<file path="src/rtl/instr_encode_loader_pkg.sv">
// Shared definitions for the instruction encoder/loader and the main decoder.
// Holds the descriptor kind encodings, the major opcodes, the loader FSM state
// type and the descriptor legality rule.
package instr_encode_loader_pkg;

  // Descriptor kind as presented on the loader's kind port.
  typedef enum logic [1:0] {
    KIND_LOAD   = 2'b00,
    KIND_STORE  = 2'b01,
    KIND_RTYPE  = 2'b10,
    KIND_BRANCH = 2'b11
  } kind_e;

  localparam logic [6:0] OPC_LOAD   = 7'b0000011;
  localparam logic [6:0] OPC_STORE  = 7'b0100011;
  localparam logic [6:0] OPC_OP     = 7'b0110011;
  localparam logic [6:0] OPC_BRANCH = 7'b1100011;

  typedef enum logic [1:0] {
    ST_IDLE = 2'b00,
    ST_RUN  = 2'b01,
    ST_DONE = 2'b10
  } state_e;

  // A descriptor is legal when its funct3 (and funct7[5] for R-type) names a
  // real instruction of that kind.
  function automatic logic desc_legal(input logic [1:0] kind,
                                      input logic [2:0] funct3,
                                      input logic       funct7_5);
    logic ok;
    ok = 1'b0;
    case (kind)
      KIND_LOAD:   ok = funct3 inside {3'b000, 3'b001, 3'b010, 3'b100, 3'b101};
      KIND_STORE:  ok = funct3 inside {3'b000, 3'b001, 3'b010};
      KIND_RTYPE:  ok = !funct7_5 || (funct3 inside {3'b000, 3'b101});
      default:     ok = !(funct3 inside {3'b010, 3'b011});
    endcase
    return ok;
  endfunction

endpackage

</file>
<file path="src/rtl/instr_encode_loader_field_encoder.sv">
// instr_field_encoder: combinational packing of one instruction descriptor
// into a 32-bit RV32 instruction word.
//   kind_i      descriptor kind (load/store/R-type/branch)
//   rd_i/rs1_i/rs2_i, funct3_i, funct7_5_i, imm_i   descriptor fields
//   word_o      packed instruction, all-zero when the descriptor is illegal
//   illegal_o   descriptor does not name a real instruction
module instr_field_encoder
  import instr_encode_loader_pkg::*;
(
  input  logic [1:0]  kind_i,
  input  logic [4:0]  rd_i,
  input  logic [4:0]  rs1_i,
  input  logic [4:0]  rs2_i,
  input  logic [2:0]  funct3_i,
  input  logic        funct7_5_i,
  input  logic [11:0] imm_i,
  output logic [31:0] word_o,
  output logic        illegal_o
);

  logic legal;

  // NOTE: every output of this block gets a default first, so no path leaves
  // a value unassigned and no latch is inferred.
  always_comb begin
    legal  = desc_legal(kind_i, funct3_i, funct7_5_i);
    word_o = '0;
    case (kind_i)
      KIND_LOAD:  word_o = {imm_i, rs1_i, funct3_i, rd_i, OPC_LOAD};
      KIND_STORE: word_o = {imm_i[11:5], rs2_i, rs1_i, funct3_i, imm_i[4:0], OPC_STORE};
      KIND_RTYPE: word_o = {1'b0, funct7_5_i, 5'b00000, rs2_i, rs1_i, funct3_i, rd_i, OPC_OP};
      // For branches imm_i carries offset[12:1], so imm_i[11] is offset[12].
      default:    word_o = {imm_i[11], imm_i[9:4], rs2_i, rs1_i, funct3_i,
                            imm_i[3:0], imm_i[10], OPC_BRANCH};
    endcase
    if (!legal) word_o = '0;
    illegal_o = !legal;
  end

endmodule

</file>
<file path="src/rtl/instr_encode_loader.sv">
// instr_encode_loader: accepts a session of instruction descriptors, encodes
// each one and writes it to consecutive words of an instruction memory.
//   clk, reset              clock, asynchronous active-high reset
//   start, len              begin a session of len descriptors (len sampled)
//   in_valid / in_ready     descriptor handshake, one beat per cycle
//   kind..imm               descriptor fields
//   imem_we/addr/wdata      registered instruction-memory write port
//   busy, done, err         session active, completion pulse, sticky illegal
module instr_encode_loader
  import instr_encode_loader_pkg::*;
#(
  parameter logic [31:0] BASE_ADDR = 32'h0000_0000,
  parameter int          DEPTH     = 64
) (
  input  logic        clk,
  input  logic        reset,
  input  logic        start,
  input  logic [7:0]  len,
  input  logic        in_valid,
  output logic        in_ready,
  input  logic [1:0]  kind,
  input  logic [4:0]  rd,
  input  logic [4:0]  rs1,
  input  logic [4:0]  rs2,
  input  logic [2:0]  funct3,
  input  logic        funct7_5,
  input  logic [11:0] imm,
  output logic        imem_we,
  output logic [31:0] imem_addr,
  output logic [31:0] imem_wdata,
  output logic        busy,
  output logic        done,
  output logic        err
);

  localparam int IDX_W = (DEPTH > 1) ? $clog2(DEPTH) : 1;
  // The mask only matters for DEPTH==1, where the index must stay at zero.
  localparam logic [IDX_W-1:0] IDX_MASK = IDX_W'(DEPTH - 1);

  state_e           state_q;
  logic [7:0]       len_q;
  logic [7:0]       cnt_q;
  logic [IDX_W-1:0] idx_q;
  logic             we_q;
  logic [31:0]      addr_q;
  logic [31:0]      wdata_q;
  logic             err_q;

  logic [31:0] enc_word;
  logic        enc_illegal;
  logic        xfer;
  logic        last_beat;

  instr_field_encoder u_enc (
    .kind_i     (kind),
    .rd_i       (rd),
    .rs1_i      (rs1),
    .rs2_i      (rs2),
    .funct3_i   (funct3),
    .funct7_5_i (funct7_5),
    .imm_i      (imm),
    .word_o     (enc_word),
    .illegal_o  (enc_illegal)
  );

  assign in_ready  = (state_q == ST_RUN);
  assign xfer      = in_valid && in_ready;
  // len_q is nonzero whenever RUN is entered, so cnt_q+1 reaches it exactly once.
  assign last_beat = ((cnt_q + 8'd1) == len_q);

  // NOTE: state registers use non-blocking assignments so every register
  // samples the pre-edge values, independent of statement order.
  always_ff @(posedge clk or posedge reset) begin
    if (reset) begin
      state_q <= ST_IDLE;
      len_q   <= '0;
      cnt_q   <= '0;
      idx_q   <= '0;
      we_q    <= 1'b0;
      addr_q  <= BASE_ADDR;
      wdata_q <= '0;
      err_q   <= 1'b0;
    end else begin
      we_q <= 1'b0;
      if (xfer) begin
        we_q    <= 1'b1;
        addr_q  <= BASE_ADDR + (32'(idx_q & IDX_MASK) << 2);
        wdata_q <= enc_word;
        idx_q   <= idx_q + IDX_W'(1);
        cnt_q   <= cnt_q + 8'd1;
        if (enc_illegal) err_q <= 1'b1;
      end
      case (state_q)
        ST_IDLE: begin
          if (start) begin
            err_q   <= 1'b0;
            idx_q   <= '0;
            cnt_q   <= '0;
            len_q   <= len;
            state_q <= (len == 8'd0) ? ST_DONE : ST_RUN;
          end
        end
        ST_RUN:  if (xfer && last_beat) state_q <= ST_DONE;
        ST_DONE: state_q <= ST_IDLE;
        default: state_q <= ST_IDLE;
      endcase
    end
  end

  assign imem_we    = we_q;
  assign imem_addr  = addr_q;
  assign imem_wdata = wdata_q;
  assign busy       = (state_q != ST_IDLE);
  assign done       = (state_q == ST_DONE);
  assign err        = err_q;

endmodule

</file>
<file path="config.mk">
export PLATFORM = sky130hd
export DESIGN_NAME = instr_encode_loader
export DESIGN_NICKNAME = d
export VERILOG_FILES = /design/src/rtl/instr_encode_loader_pkg.sv /design/src/rtl/instr_encode_loader_field_encoder.sv /design/src/rtl/instr_encode_loader.sv
export SDC_FILE = /design/constraint.sdc
export NUM_CORES = 1
export LEC_CHECK = 0
export ABC_AREA = 0
export BUFFER_PORTS_ARGS = -buffer_cell sky130_fd_sc_hd__buf_2
export CORE_MARGIN = 2
export CORE_UTILIZATION = 45
export DETAILED_ROUTE_END_ITERATION = 10
export GPL_ROUTABILITY_DRIVEN = 0
export PLACE_DENSITY_LB_ADDON = 0.25
export SLEW_MARGIN = 20
export SYNTH_ARGS = -nofsm -noshare
export SYNTH_HDL_FRONTEND = slang
export SYNTH_SLANG_ARGS = --single-unit
</file>
<file path="constraint.sdc">
create_clock -name clk -period 1.85 [get_ports clk]
set_input_delay 0.37 -clock clk [delete_from_list [all_inputs] [get_ports clk]]
set_output_delay 0.37 -clock clk [all_outputs]
set_load 0.02 [all_outputs]
</file>
==> metrics.txt, run 1 <==
status finished, final reports clean; Nets 473; Pint 3040 uW; initial antenna violation count 0; port bufs 85; Seq pwr share 0.412; post-route worst setup slack 0.103 ns; crit path from cnt_q[0]$_DFF_PP0_; vias 2544; largest net degree at the start of global routing 62; ys async rst share 1.00; critical path fanouts, max 5; number of synthesized flops with an enable pin 0; Syn Area/Cell 9.49 sq um; WHS 0.103 ns; deepest clock path buffer count 2; Die W 88.4 microns; initial core utilization 0.470; final setup fails 0; Hold Buf Count CTS 0; min Tclk post-route 1.75 ns; critical path buffer and inverter count 0; Setup crit start kind register; total wire length 6780 microns; Post-CTS Setup Bufs 0; Slowest cell on crit path dfrtp_1; Seq cells post-synth 61; Final Hold Vio Count 0; Pwr Total 5050 uW; CORE AREA 0.00683 sq mm; Clock Skews 0.00958 ns; Post-synth top flop dfrtp_1; r2r startpoint cnt_q[0]$_DFF_PP0_; IO Count 114; crit path kind register to register; H-tree depth 3; placed wire-length estimate 4880 microns; cells after synthesis 338; CTS tree yes; Yosys top cell area share 0.476; Sw Share 0.398; DIE AREA 0.00782 sq mm; placed inst area 0.00365 sq mm; pre-CTS WS 0.0710 ns; Post-route DRC 0; vias in the first global route 2465; crit end category register; root buf cell clkbuf_8; starting DRC count in detailed routing 115; Die Ht 88.4 microns; later-pin clock latency in the skew report 0.34 ns; Clk pwr share 0.201; grt total ovfl 0; P_sw 2010 uW; Final period util 0.944; CP required 2.06 ns; # rows 30; combinational power share 0.387; Netlist cell types 46; # diodes 0; Syn. warnings 0; LEAKAGE 0.00189 uW; clock sinks 61; FMAX 0.572 GHz; ANT nets after route 0; Inserted Clock Buffers 9; largest cells by area after synthesis dfrtp_1, nand2_1, buf_4; finished layout cell area 0.00382 sq mm; post-cts resize count 0; Pre-antenna DRT Iters 5; share of post-route cells with drive strength above 1 0.295; global-route wire length before repair 11300 microns; CP peak stage delay 0.44 ns; synthesized area 0.00321 sq mm; RSZ-0062 raised after global routing false; delay-heaviest family, CP flip-flops; area leader, netlist dfrtp_1; Total Routing Usage GR 0.188; post-route setup TNS 0 ns; max_cap viols 0; Peak VDD IR 0.622 mV; Via density 4.84; Final Max Slew Viols 0; WP data arrival 1.96 ns; Worst-path clk slew 0.07 ns; Pwr Density 1320 mW/mm^2; post-synthesis sequential area ratio 0.476; Worst Hold Class input pin to asynchronous set/reset pin; area grow syn2layout 19.2%; crit-path cells ha_1 -> xor2_1 -> nor4_2 -> nand3_1 -> o32a_1; routed wirelength normalized by instance count 12.9 microns
-- worst paths after layout --
path,end,slack [ns],depth (start not counted)
max,state_q[0]$_DFFE_PP0P_,0.10,5
min,imem_we$_DFF_PP0_,0.10,3
max reg2reg,state_q[0]$_DFFE_PP0P_,0.10,5
min reg2reg,imem_addr[7]$_DFFE_PP0P_,0.47,2
max in group asynchronous,len_q[6]$_DFFE_PP0P_,1.48,3
min in group clk,imem_wdata[18]$_DFFE_PP0P_,0.27,3
-- cell families (layout without fill, tap and decap cells) --
logic type                 after synthesis  in the layout  synth area share
and+or+nand+nor                        117            117             0.165
AOI/OAI and AO/OA                       66             66             0.133
DFF                                     61             61             0.476
buffers and inverters                   55            120             0.110
xor gates and xnor gates                18             18            0.0491
muxes                                   18             18            0.0589
adders and majority gates                2              2           0.00780
other                                    1             28           0.00117
-- cell usage in the layout, fill, tap and decap left out, types with 3 or more instances in the layout --
cell type,netlist,layout
buf_2,8,85
nand2_1,69,69
dfrtp_1,61,61
conb_1,1,28
o31ai_1,16,16
nor2_1,13,13
o21ai_1,13,13
a21oi_1,12,12
mux2i_1,11,11
xnor2_1,10,10
clkbuf_8,0,10
buf_4,32,10
xor2_1,8,8
inv_1,8,7
mux2_2,7,7
o21ai_0,7,7
nor2b_1,7,7
nand3_1,6,6
o211ai_1,6,6
nor3_1,3,3
clkinvlp_4,0,3
-- sequential cells by signal, summed over array words and instances, names as in the netlist --
register,flops
imem_addr,6
state_q,2
imem_wdata,29
err,1
idx_q,6
imem_we,1
cnt_q,8
len_q,8
-- stage by stage --
stage | utilization | std cells
after floorplan | - | 365
after global placement | 0.535 | 511
after detailed placement | 0.535 | 511
after CTS | 0.559 | 526
after global routing | 0.560 | 526
final | 0.560 | 526
-- power groups by stage --
stage,clock (uW),sequential (uW),combinational (uW)
after global placement,0,2090,1920
after detailed placement,0,2100,1960
after floorplan,0,2320,1180
after CTS,1050,2080,1960
after global routing,1110,2130,2180
final,1020,2080,1950
-- area by class of cell --
| class | count | area [sq um] |
|---|---|---|
| sequential | 61 | 1530 |
| inverter | 8 | 33.8 |
| timing repair buffer | 97 | 541 |
| clock buffer | 11 | 141 |
| tap | 96 | 120 |
| multi-input combinational | 249 | 1440 |
| clock inverter | 4 | 25.0 |
| fill | 665 | 3010 |
-- cell usage after synthesis, types with 3 or more instances --
| cell | n |
|---|---|
| o31ai_1 | 16 |
| o21ai_1 | 13 |
| nand3_1 | 6 |
| inv_1 | 8 |
| buf_4 | 32 |
| nor3_1 | 3 |
| o21ai_0 | 7 |
| a21oi_1 | 12 |
| nor2_1 | 13 |
| nand2_1 | 69 |
| nor2b_1 | 7 |
| clkbuf_1 | 4 |
| xor2_1 | 8 |
| o211ai_1 | 6 |
| nor4_1 | 3 |
| buf_2 | 8 |
| mux2_2 | 7 |
| dfrtp_1 | 61 |
| mux2i_1 | 11 |
| xnor2_1 | 10 |
-- routing by layer --
layer  GRT usage  vias up  wire, microns
met5           0        -              0
met4      0.0826        0            121
met3      0.0560       15            449
met2       0.291       90           3160
met1       0.244     1175           3040
li1            -     1264              -
-- worst min-delay path, stage by stage --
cell and delay, ns:
buf_2 0.11, clkinvlp_4 0.07, buf_12 0.29
Note: power is estimated with default switching activity, not from simulation.
==> run 2: changes to the inputs <==
- ABC_AREA: 0 -> 1
==> run 2 against run 1 <==
Net effect:
- core utilization is 1.6 points lower
- via count rose by 11%
- cell area increased by 1.6%
- clock skew down 0.0015 ns
- clock-buffer cell count grew 1
- worst hold slack gained 0.0099 ns
- clock power is 15% higher
- cell count is 14% higher
- critical path type unchanged
- largest cell class unchanged
==> metrics.txt, run 2 <==
status finished, final reports clean (unchanged); post-synthesis sequential area ratio 0.467 (was 0.476); routed wirelength normalized by instance count 11.6 microns (was 12.9 microns); R2R Path End state_q[0]$_DFFE_PP0P_ (unchanged); CP required 2.07 ns (was 2.06 ns); share of post-route cells with drive strength above 1 0.242 (was 0.295); final-layout fill cell count 699 (was 665); crit end category register (unchanged); post-route setup TNS 0 ns (unchanged); cells after synthesis 410 (was 338); WP data arrival 1.87 ns (was 1.96 ns); H-tree depth 3 (unchanged); Seq cells post-synth 61 (unchanged); vias 2824 (was 2544); area of the multi-input gates 0.00137 sq mm (was 0.00144 sq mm); largest cells by area after synthesis dfrtp_1, nand2_1, buf_4 (unchanged); synthesized area 0.00327 sq mm (was 0.00321 sq mm); vias in the first global route 2566 (was 2465); CORE AREA 0.00714 sq mm (was 0.00683 sq mm); FMAX 0.606 GHz (was 0.572 GHz); flop2flop setup slack 0.20 ns (was 0.10 ns); pre-CTS WS 0.182 ns (was 0.0710 ns); deepest clock path buffer count 2 (unchanged); clock sinks 61 (unchanged); r2r startpoint cnt_q[0]$_DFF_PP0_ (unchanged); initial antenna violation count 0 (unchanged); ANT nets after route 0 (unchanged); Via density 4.71 (was 4.84); Pre-antenna DRT Iters 4 (was 5); crit-path cells ha_1 -> xnor2_1 -> nand3_1 -> nor2_1 -> nand3_1 -> nor2_1 -> nand2_1 -> nand2_1 -> nand2_1 (was ha_1 -> xor2_1 -> nor4_2 -> nand3_1 -> o32a_1); post-route worst setup slack 0.200 ns (was 0.103 ns); most frequent cells in the layout nand2_1, buf_2, dfrtp_1 (was buf_2, nand2_1, dfrtp_1); Final Max Slew Viols 0 (unchanged); # diodes 0 (unchanged); IO Count 114 (unchanged); combinational power share 0.418 (was 0.387); Worst-path clk slew 0.07 ns (about the same); CP peak stage delay 0.45 ns (was 0.44 ns); Syn. warnings 0 (unchanged); ys async rst share 1.00 (unchanged); max_cap viols 0 (unchanged); top-count cell post-synth nand2_1 (unchanged); Die Ht 89.2 microns (was 88.4 microns); Final Hold Vio Count 0 (unchanged); Syn Area/Cell 7.97 sq um (was 9.49 sq um); CP dominant cell by count nand2_1; largest net degree at the start of global routing 62 (unchanged); port bufs 85 (unchanged); later-pin clock latency in the skew report 0.34 ns (about the same); LEAKAGE 0.00215 uW (was 0.00189 uW); total wire length 6950 microns (was 6780 microns); P_sw 2500 uW (was 2010 uW); Netlist cell types 34 (was 46); number of synthesized flops with an enable pin 0 (unchanged); Post-synth top cells nand2_1, dfrtp_1, inv_1 (was nand2_1, dfrtp_1, buf_4); Seq pwr share 0.383 (was 0.412); met1 wire length 3280 microns (was 3040 microns); # rows 31 (was 30); Post-route DRC 0 (unchanged); max layer used met4 (unchanged); Die W 89.2 microns (was 88.4 microns); Yosys top cell area share 0.467 (was 0.476); met3 WL 340 microns (was 449 microns); Peak VDD IR 0.594 mV (was 0.622 mV); r2r worst-path depth 9 (was 5); Setup crit start kind register (unchanged); Sw Share 0.426 (was 0.398); Total Routing Usage GR 0.190 (was 0.188); area leader, netlist dfrtp_1 (unchanged); starting DRC count in detailed routing 127 (was 115); final core occ 0.544 (was 0.560); number of flip-flops in the largest register 29 (unchanged); crit path kind register to register (unchanged); final setup fails 0 (unchanged); min Tclk post-route 1.65 ns (was 1.75 ns); most common cell after layout, fill and taps aside nand2_1 (was buf_2); Clock Skews 0.00807 ns (was 0.00958 ns); initial core utilization 0.458 (was 0.470); placed wire-length estimate 5070 microns (was 4880 microns); grt total ovfl 0 (unchanged); CTS tree yes (unchanged); critical path fanouts, max 7 (was 5); Worst Hold Class input pin to asynchronous set/reset pin (unchanged); Clk pwr share 0.199 (was 0.201); Pint 3360 uW (was 3040 uW); WL met2 3200 microns (was 3160 microns); Inserted Clock Buffers 9 (unchanged); sequential cell area 0.00153 sq mm (about the same); Worst setup endpoint state_q[0]$_DFFE_PP0P_ (unchanged); Slowest cell on crit path dfrtp_2 (was dfrtp_1); area grow syn2layout 18.9% (was 19.2%); Pwr Density 1510 mW/mm^2 (was 1320 mW/mm^2); root buf cell clkbuf_8 (unchanged); DIE AREA 0.00796 sq mm (was 0.00782 sq mm); crit path from cnt_q[0]$_DFF_PP0_ (unchanged); global-route wire length before repair 11700 microns (was 11300 microns); RSZ-0062 raised after global routing false (unchanged); Post-synth top flop dfrtp_1 (unchanged); Final period util 0.892 (was 0.944); Nets 542 (was 473); Post-CTS Setup Bufs 0 (unchanged)
==> run 2: changes by cell type after synthesis, sizes merged, moves of 8 or more <==
cell   before  now
o22ai       2   10
xnor2      10    1
nor2       15   33
xor2        8    0
o21ai      20   30
nand3       6   31
inv         8   43
nand2      70  114
==> run 2: worst min path at each step <==
stage | from | end
6_report | reset | imem_wdata[15]$_DFFE_PP0P_
5_1_grt | reset | imem_addr[2]$_DFFE_PP0P_
4_1_cts | reset | idx_q[3]$_DFF_PP0_
3_5_place_dp | imem_wdata[6]$_DFFE_PP0P_ | imem_wdata[6]$_DFFE_PP0P_
3_3_place_gp | imem_wdata[6]$_DFFE_PP0P_ | imem_wdata[6]$_DFFE_PP0P_
2_1_floorplan | len_q[2]$_DFFE_PP0P_ | len_q[2]$_DFFE_PP0P_
==> run 2: kinds of logic after synthesis <==
family | after synthesis | synth area share
flops | 61 | 0.467
simple gates | 187 | 0.247
buf+inv | 88 | 0.144
fa+ha+maj | 2 | 0.00766
other cells | 1 | 0.00115
compound gates | 65 | 0.116
mux | 5 | 0.0153
xor+xnor | 1 | 0.00268
==> run 2: critical path: cells and delay by family (launching register included) <==
family / cells / cell delay (ns)
XOR/XNOR: 1 / 0.14
flip-flops: 1 / 0.45
AND/OR/NAND/NOR: 7 / 0.61
adder cells (fa/ha/maj): 1 / 0.33
==> run 2: area by class of cell <==
cell class                 instances  area share
clock buffer                      12      0.0374
clock inverter                     4      0.0122
inverter                          43      0.0425
multi-input combinational        288       0.353
sequential                        61       0.393
tap                               99      0.0319
timing repair buffer              92       0.129
==> run 2: power groups by stage <==
stage               Combinational [uW]  Clock, uW  Sequential [uW]
global route                      2780       1260             2330
detailed placement                2480          0             2260
finish                            2450       1170             2250
floorplan                         1420          0             2590
global placement                  2420          0             2260
CTS                               2480       1210             2250
==> run 2: stage by stage <==
step                      hold WS, ns  std cells  total power, uW  instance area [sq um]
after floorplan                 0.466        437             4010                   3370
after global placement          0.453        583             4680                   3690
after detailed placement        0.458        583             4730                   3690
after CTS                       0.119        599             5940                   3880
after global routing            0.145        599             6380                   3880
final                           0.113        599             5860                   3880
==> run 2: per-layer routing <==
metal,GRT usage,vias to the layer above
li1,-,1441
met1,0.265,1288
met2,0.287,83
met3,0.0369,12
met4,0.0868,0
met5,0,-
==> run 2: what timing repair did <==
item	4_1_cts	5_1_grt
endpoints found under the setup margin	0	1
hold endpoints to repair	0	0
hold buffers	0	0
gates resized for setup	0	1
==> run 3: changes to the inputs <==
- CORE_UTILIZATION: 45 -> 47
- CTS_BUF_LIST: default -> sky130_fd_sc_hd__clkbuf_2 sky130_fd_sc_hd__clkbuf_4 sky130_fd_sc_hd__clkbuf_8
==> run 3 against run 2 <==
Net effect:
- sequential share of layout area barely moved
- sequential power barely moved
- die area fell by 4.1%
- cell count fell by 3.0%
- register-to-register slack improved by 0.06 ns
- critical endpoint unchanged
- largest cell class unchanged
- largest power group unchanged
- highest routed layer unchanged
==> metrics.txt, run 3 (synthesis results as in run 2) <==
share of post-route cells with drive strength above 1 0.246 (was 0.242); Final period util 0.861 (was 0.892); Setup crit start kind register (unchanged); CTS tree yes (unchanged); DIE AREA 0.00763 sq mm (was 0.00796 sq mm); min Tclk post-route 1.59 ns (was 1.65 ns); # diodes 0 (unchanged); starting DRC count in detailed routing 150 (was 127); crit end category register (unchanged); clock sinks 61 (unchanged); largest net degree at the start of global routing 62 (unchanged); global-route wire length before repair 12300 microns (was 11700 microns); vias 2846 (was 2824); WP data arrival 1.82 ns (was 1.87 ns); ANT nets after route 0 (unchanged); most frequent cells in the layout nand2_1, buf_2, dfrtp_1 (unchanged); placed inst area 0.00366 sq mm (was 0.00369 sq mm); Final Hold Vio Count 0 (unchanged); Worst-path clk slew 0.07 ns (about the same); final setup fails 0 (unchanged); Peak VDD IR 0.684 mV (was 0.594 mV); total wire length 7200 microns (was 6950 microns); most common cell after layout, fill and taps aside nand2_1 (unchanged); area grow syn2layout 18.7% (was 18.9%); initial core utilization 0.484 (was 0.458); Worst Hold Class input pin to asynchronous set/reset pin (unchanged); IO Count 114 (unchanged); initial antenna violation count 0 (unchanged); Inserted Clock Buffers 9 (unchanged); placed wire-length estimate 5160 microns (was 5070 microns); combinational power share 0.412 (was 0.418); post-route setup TNS 0 ns (unchanged); post-route worst setup slack 0.258 ns (was 0.200 ns); Nets 543 (was 542); pre-CTS WS 0.162 ns (was 0.182 ns); critical path fanouts, max 7 (unchanged); Post-CTS Setup Bufs 0 (unchanged); crit path kind register to register (unchanged); finished layout cell area 0.00388 sq mm (about the same); number of flip-flops in the largest register 29 (unchanged); Clock Skews 0.00658 ns (was 0.00807 ns); Pwr Density 1540 mW/mm^2 (was 1510 mW/mm^2); Hold Buf Count CTS 0 (unchanged); RSZ-0062 raised after global routing false (unchanged); Pint 3450 uW (was 3360 uW); LEAKAGE 0.00216 uW (was 0.00215 uW); P_sw 2520 uW (was 2500 uW); H-tree depth 3 (unchanged); later-pin clock latency in the skew report 0.33 ns (was 0.34 ns); Sw Share 0.422 (was 0.426); vias in the first global route 2726 (was 2566); # rows 30 (was 31); Die Ht 87.4 microns (was 89.2 microns); status finished, final reports clean (unchanged); Total Routing Usage GR 0.204 (was 0.190); CORE AREA 0.00676 sq mm (was 0.00714 sq mm); max_cap viols 0 (unchanged); Seq pwr share 0.377 (was 0.383); Final Max Slew Viols 0 (unchanged); grt total ovfl 0 (unchanged); post-cts resize count 0 (unchanged); Clk pwr share 0.210 (was 0.199); deepest clock path buffer count 2 (unchanged); routed wirelength normalized by instance count 12.4 microns (was 11.6 microns); root buf cell clkbuf_8 (unchanged); Post-route DRC 0 (unchanged); port bufs 85 (unchanged); Via density 4.90 (was 4.71); Die W 87.4 microns (was 89.2 microns); CP required 2.08 ns (was 2.07 ns); FMAX 0.628 GHz (was 0.606 GHz); Pre-antenna DRT Iters 4 (unchanged)
-- run 3: worst max-delay path: stages, from the launching register on --
cell and delay [ns]:
dfrtp_1 0.44, ha_1 0.23, nand2_1 0.10, inv_1 0.09
nand3_1 0.06, nand2_1 0.10, nor2_1 0.05, nor2_1 0.10
nand2_1 0.05, nor2_1 0.08, nand2_1 0.09, nand2_1 0.07
nand2_1 0.05
-- run 3: power by group through the flow --
stage | clock network [uW] | registers, uW | logic [uW]
after floorplan | 0 | 2590 | 1420
after global placement | 0 | 2260 | 2410
after detailed placement | 0 | 2260 | 2480
after CTS | 1280 | 2250 | 2480
after global routing | 1340 | 2330 | 2800
final | 1250 | 2250 | 2460
-- run 3: final cells by class --
| cell class | instances | area (sq um) |
|---|---|---|
| sequential | 61 | 1530 |
| fill | 628 | 2880 |
| clock inverter | 3 | 42.5 |
| clock buffer | 13 | 173 |
| multi-input combinational | 288 | 1370 |
| timing repair buffer | 93 | 498 |
| inverter | 43 | 165 |
| tap | 80 | 100 |
-- run 3: metrics by stage --
| step | util | cells | total power [uW] | hold slack [ns] |
|---|---|---|---|---|
| final | 0.574 | 581 | 5960 | 0.105 |
| after global routing | 0.574 | 581 | 6470 | 0.136 |
| after CTS | 0.574 | 581 | 6000 | 0.124 |
| after detailed placement | 0.542 | 565 | 4730 | 0.458 |
| after global placement | 0.542 | 565 | 4670 | 0.455 |
| after floorplan | - | 437 | 4010 | 0.466 |
-- run 3: worst paths after layout --
| kind | cells after the start | to | startpoint | slack (ns) |
|---|---|---|---|---|
| min reg2reg | 2 | imem_wdata[6]$_DFFE_PP0P_ | imem_wdata[6]$_DFFE_PP0P_ | 0.47 |
| min | 3 | imem_wdata[16]$_DFFE_PP0P_ | reset | 0.10 |
| max reg2reg | 12 | state_q[0]$_DFFE_PP0P_ | cnt_q[0]$_DFF_PP0_ | 0.26 |
| max | 12 | state_q[0]$_DFFE_PP0P_ | cnt_q[0]$_DFF_PP0_ | 0.26 |
| max in group asynchronous | 3 | imem_wdata[12]$_DFFE_PP0P_ | reset | 1.47 |
| min in group clk | 3 | len_q[1]$_DFFE_PP0P_ | len[1] | 0.25 |
-- run 3: routing by layer --
layer / share of wire / GRT usage / wire length, microns
met3: 0.053 / 0.0474 / 385
met4: 0.013 / 0.0727 / 91
met5: 0 / 0 / 0
met2: 0.47 / 0.315 / 3370
met1: 0.47 / 0.282 / 3350
